==> config.mk <==
export PLATFORM = sky130hd
export DESIGN_NAME = vram_arbiter
export DESIGN_NICKNAME = d
export VERILOG_FILES = /design/src/rtl/vga_term_pkg.sv /design/src/rtl/vram_clear_seq.sv /design/src/rtl/vram_arbiter.sv
export SDC_FILE = /design/constraint.sdc
export NUM_CORES = 1
export LEC_CHECK = 0
export CAP_MARGIN = 20
export CORE_ASPECT_RATIO = 1.5
export CORE_MARGIN = 2
export CORE_UTILIZATION = 25
export DETAILED_ROUTE_END_ITERATION = 8
export PLACE_DENSITY = 0.75
export SLEW_MARGIN = 20
export SYNTH_ARGS = -nofsm -noshare
export SYNTH_HDL_FRONTEND = slang
export SYNTH_SLANG_ARGS = --single-unit
export TNS_END_PERCENT = 20
==> constraint.sdc <==
create_clock -name Clk -period 1.26 [get_ports Clk]
set_clock_uncertainty 0.05 [all_clocks]
set_input_delay 0.126 -clock Clk [delete_from_list [all_inputs] [get_ports Clk]]
set_output_delay 0.126 -clock Clk [all_outputs]
set_load 0.05 [all_outputs]
==> src/rtl/vga_term_pkg.sv <==
// Shared constants and types for the 80x30 text terminal VRAM path.
package vga_term_pkg;

    localparam int unsigned TERM_COLS  = 80;
    localparam int unsigned TERM_ROWS  = 30;
    localparam int unsigned TERM_DEPTH = TERM_COLS * TERM_ROWS;
    localparam int unsigned VRAM_AW    = 12;
    localparam int unsigned VRAM_DW    = 8;

    localparam logic [VRAM_DW-1:0] FILL_CHAR = 8'h20;

    localparam logic [0:0] ARB_IDLE_ENC  = 1'b0;
    localparam logic [0:0] ARB_CLEAR_ENC = 1'b1;

    typedef enum logic [0:0] {
        ARB_IDLE  = ARB_IDLE_ENC,
        ARB_CLEAR = ARB_CLEAR_ENC
    } arb_state_t;

endpackage

==> src/rtl/vram_clear_seq.sv <==
// Clear-screen address sequencer: walks 0..DEPTH-1 one cell per free slot.
module vram_clear_seq
    import vga_term_pkg::*;
#(
    parameter int unsigned DEPTH = TERM_DEPTH,
    parameter int unsigned AW    = VRAM_AW
) (
    input  logic          Clk,
    input  logic          Reset,
    input  logic          start,
    input  logic          active,
    input  logic          hold,
    output logic          step,
    output logic          done,
    output logic [AW-1:0] addr
);

    localparam logic [AW-1:0] LAST = AW'(DEPTH - 1);

    logic [AW-1:0] cnt;

    // A fetch in the same cycle owns the port, so the sequence simply waits.
    assign step = active & ~hold & ~Reset;
    assign done = step & (cnt == LAST);
    assign addr = cnt;

    always_ff @(posedge Clk) begin
        if (Reset || start) begin
            cnt <= '0;
        end else if (step && !done) begin
            cnt <= cnt + 1'b1;
        end
    end

endmodule

==> src/rtl/vram_arbiter.sv <==
// Single-port VRAM arbiter: scan-out fetch > clear > terminal writer.
// Hardware clear-screen is built only when VRAM_CLEAR_EN is defined.
module vram_arbiter
    import vga_term_pkg::*;
#(
    parameter int unsigned   DEPTH     = TERM_DEPTH,
    parameter int unsigned   AW        = VRAM_AW,
    parameter int unsigned   DW        = VRAM_DW,
    parameter logic [DW-1:0] FILL_CHAR = vga_term_pkg::FILL_CHAR
) (
    input  logic          Clk,
    input  logic          Reset,
    input  logic          fetch_req,
    input  logic [AW-1:0] fetch_addr,
    output logic          fetch_valid,
    output logic [DW-1:0] fetch_data,
    input  logic          wr_valid,
    output logic          wr_ready,
    input  logic [AW-1:0] wr_addr,
    input  logic [DW-1:0] wr_data,
    output logic          wr_drop,
    input  logic          clr_req,
    output logic          clr_busy,
    output logic          ram_en,
    output logic          ram_we,
    output logic [AW-1:0] ram_addr,
    output logic [DW-1:0] ram_wdata,
    input  logic [DW-1:0] ram_rdata
);

    localparam logic [AW-1:0] DEPTH_A = AW'(DEPTH);

    logic          fetch_in_range;
    logic          fetch_hit;
    logic          wr_in_range;
    logic          wr_fire;
    logic          wr_hit;
    logic          clr_step;
    logic [AW-1:0] clr_addr;
    logic          f1_valid;
    logic          f1_oob;

    assign fetch_in_range = fetch_addr < DEPTH_A;
    assign fetch_hit      = ~Reset & fetch_req & fetch_in_range;
    assign wr_in_range    = wr_addr < DEPTH_A;
    assign wr_fire        = wr_valid & wr_ready;
    assign wr_hit         = wr_fire & wr_in_range;

`ifdef VRAM_CLEAR_EN
    arb_state_t state;
    logic       clr_start;
    logic       clr_done;

    assign clr_start = ~Reset & clr_req & (state == ARB_IDLE);

    always_ff @(posedge Clk) begin
        if (Reset) begin
            state <= ARB_IDLE;
        end else begin
            case (state)
                ARB_IDLE:  if (clr_req)  state <= ARB_CLEAR;
                ARB_CLEAR: if (clr_done) state <= ARB_IDLE;
                default:                 state <= ARB_IDLE;
            endcase
        end
    end

    vram_clear_seq #(
        .DEPTH (DEPTH),
        .AW    (AW)
    ) u_clear_seq (
        .Clk    (Clk),
        .Reset  (Reset),
        .start  (clr_start),
        .active (state == ARB_CLEAR),
        .hold   (fetch_req),
        .step   (clr_step),
        .done   (clr_done),
        .addr   (clr_addr)
    );

    assign clr_busy = (state == ARB_CLEAR);
    assign wr_ready = ~Reset & ~fetch_req & (state == ARB_IDLE) & ~clr_req;
`else
    logic unused_clr_req;

    assign unused_clr_req = clr_req;
    assign clr_step       = 1'b0;
    assign clr_addr       = '0;
    assign clr_busy       = 1'b0;
    assign wr_ready       = ~Reset & ~fetch_req;
`endif

    // Writer and clear are already blocked by fetch_req, so this order is only a tie-break.
    always_comb begin
        ram_en    = 1'b0;
        ram_we    = 1'b0;
        ram_addr  = '0;
        ram_wdata = '0;
        if (fetch_hit) begin
            ram_en   = 1'b1;
            ram_addr = fetch_addr;
        end else if (clr_step) begin
            ram_en    = 1'b1;
            ram_we    = 1'b1;
            ram_addr  = clr_addr;
            ram_wdata = FILL_CHAR;
        end else if (wr_hit) begin
            ram_en    = 1'b1;
            ram_we    = 1'b1;
            ram_addr  = wr_addr;
            ram_wdata = wr_data;
        end
    end

    always_ff @(posedge Clk) begin
        if (Reset) begin
            f1_valid    <= 1'b0;
            f1_oob      <= 1'b0;
            fetch_valid <= 1'b0;
            fetch_data  <= '0;
            wr_drop     <= 1'b0;
        end else begin
            f1_valid    <= fetch_req;
            f1_oob      <= ~fetch_in_range;
            fetch_valid <= f1_valid;
            if (f1_valid) begin
                fetch_data <= f1_oob ? FILL_CHAR : ram_rdata;
            end
            wr_drop <= wr_fire & ~wr_in_range;
        end
    end

endmodule

==> qor.yml <==
outcome: "finished with violations"
violations: "setup timing"
avgSynthCellArea_um2: 8.79
holdWs_ns: 0.199
synthesis.area_um2: 756
yosysWarnings: 0
r2r-start: "f1_valid"
place_area_um2: 2070
rsz0062_at_grt: "true"
synth_simple_gate_area_share_pct: 29.5
grt_pass1_vias: 1301
place_hpwl_um: 2760
peakVddDrop_v: 0.000471
grt_max_degree: 13
dr.pass1.iters: 3
synthMuxAreaShare_pct: 0
start_util_pct: 26.2
path_class: "in -> out"
placed_cells: 221
syn_nets: 131
end_kind: "output pin"
ant_nets: 0
num_vias: 1154
area_delta_synth_final_pct: 202
grt_overflow: 0
drv_slew: 0
core_area_um2: 2880
num_io_pins: 79
crit_chain: "buf_6, or3b_4, a311oi_4, buf_4, buf_6, a22o_4, buf_12"
finalHoldViolCount: 0
dieArea_um2: 3490
setup_slack_ns: -0.548
cts_root_buffer: "clkbuf_8"
crit_path_top_delay_cell: "or3b_4"
die_y_um: 71.3
rows: 24
drc: 0
clock.fmax_mhz: 553
drive_above_1_share_pct: 52.6
p_per_area_nw_per_um2: 673
synth_edf_count: 0
drt_wl_total_um: 4190
cts_hold_buf: 0
grt_usage_pct: 24.1
synth-async-reset-ratio_pct: 0
antenna_found_initial: 0
crit_fanout: 5
drt_iter0_drc: 23
clkSinkCount: 12
cp.required_ns: 1.08
cts_buffer_depth: 2
routabilityCongestion: 0.805
synth-compound-area-share_pct: 33.3
drv_cap: 0
setup_violations: 22
met3_wirelength_um: 350
fin_nets: 240
final_area_um2: 2280
crit_path_start_kind: "input port"
ys_seq_area_share_pct: 31.8
cts_made_buffers: 3
cts_tree: "yes"
crit_start: "fetch_req"
path_clk_slew_ns: 0.05
top_layer_used: "met4"
avgRoutedWirePerCell_um: 18.0
min_path_type: "in -> reg"
period_share_pct: 143
antenna_cells: 0
viasPerCell: 4.95
synth_fa_ha_area_share_pct: 0
arrival_ns: 1.63
synth-seq-cells: 12
synthCells: 86
final.setup.tns_ns: -9.76
synth_cell_types: 29
synth_xor_area_share_pct: 0
ys.flop_type: "dfxtp_1"
crit_path_frequent_cell: "buf_6"
fillers: 171
die_w_um: 48.9
wl_met2_um: 2220
met1_length_um: 1480
port_buffers: 76
period_minus_slack_ns: 1.81
synth_top_family_by_area: "compound AO/OA/AOI/OAI gates"
grt_first_pass_wirelength_um: 6280
ctsHtreeMaxLevel: 1
hold_path_startpoint: "Reset"
pre_cts_ws_ns: -0.684
clk_latency_ns: 0.23
leakagePower_nw: 1.02
slowest_delay_ns: 0.42
final_cells: 233
layout make-up:
class / count / area (um^2) / area share (%)
Inverter: 2 / 7.51 / 0.329
Tap cell: 39 / 48.8 / 2.14
Timing Repair Buffer: 109 / 1350 / 59.2
Multi-Input combinational cell: 67 / 579 / 25.4
Clock buffer: 4 / 55.1 / 2.41
Sequential cell: 12 / 240 / 10.5
power by group:
| group | switching, mW | internal (mW) |
|---|---|---|
| Sequential | 0.0151 | 0.398 |
| Combinational | 0.332 | 0.386 |
| Clock | 0.128 | 0.275 |
| Total | 0.475 | 1.06 |
metal layers:
layer,vias to the layer above,track usage (%)
met5,-,0
met4,0,12.7
met3,12,8.75
met2,67,44.1
met1,550,23.4
li1,525,-
cells in the final DEF, fill, tap and decap left out, drive strengths merged, types with 2 or more instances in the layout:
master          n
buf            69
clkdlybuf4s50  27
dlygate4sd2    13
dfxtp          12
nor2           10
a22o           10
nor2b           9
and2            8
a21oi           7
clkbuf          4
a211oi          3
a21o            2
o21a            2
inv             2
o31ai           2
a311oi          2
registers in the layout, indices dropped and copies added (netlist names):
register / count
fetch_data: 8
f1_oob: 1
f1_valid: 1
fetch_valid: 1
wr_drop: 1
cell usage after synthesis (all sizes together), types with 2 or more instances:
master / n / area [um^2]
nor2: 10 / 37.5
o31ai: 2 / 15.0
o21a: 2 / 15.0
dfxtp: 12 / 240
a311oi: 2 / 41.3
inv: 2 / 7.51
and2: 8 / 60.1
a21oi: 7 / 35.0
clkbuf: 3 / 11.3
a211oi: 3 / 22.5
a22o: 10 / 97.6
buf: 2 / 18.8
nor2b: 9 / 56.3
a21o: 2 / 15.0
path summary, 6_finish.rpt:
| check | slack [ns] | cells past startpoint | end |
|---|---|---|---|
| worst min-delay path | 0.20 | 3 | fetch_valid |
| worst max-delay path | -0.55 | 7 | ram_addr[4] |
| worst max register to register | 0.18 | 3 | fetch_data[0] |
| worst min register to register | 0.47 | 2 | fetch_data[6] |
what timing repair did:
item,in CTS,in global routing
cloned,2,0
resized for setup,46,8
pin swaps,23,5
endpoints found under the setup margin,23,23
setup buffers,5,1
through the flow:
stage	util (%)	power (mW)
6_report	79.1	1.53
5_1_grt	79.1	1.58
4_1_cts	77.6	1.51
3_5_place_dp	71.9	1.09
3_3_place_gp	71.9	1.07
2_1_floorplan	-	0.669
kinds of logic (layout without fill, tap and decap cells):
group,count (synthesis),in the layout
other,1,1
AOI/OAI and AO/OA,29,29
and+or+nand+nor,37,37
DFF,12,12
buffers and inverters,7,115
critical path: cells and delay by family:
family | cells | cell delay [ns]
buf+inv | 4 | 0.55
compound gates | 2 | 0.53
simple gates | 1 | 0.42
(Power assumes the default switching activity.)
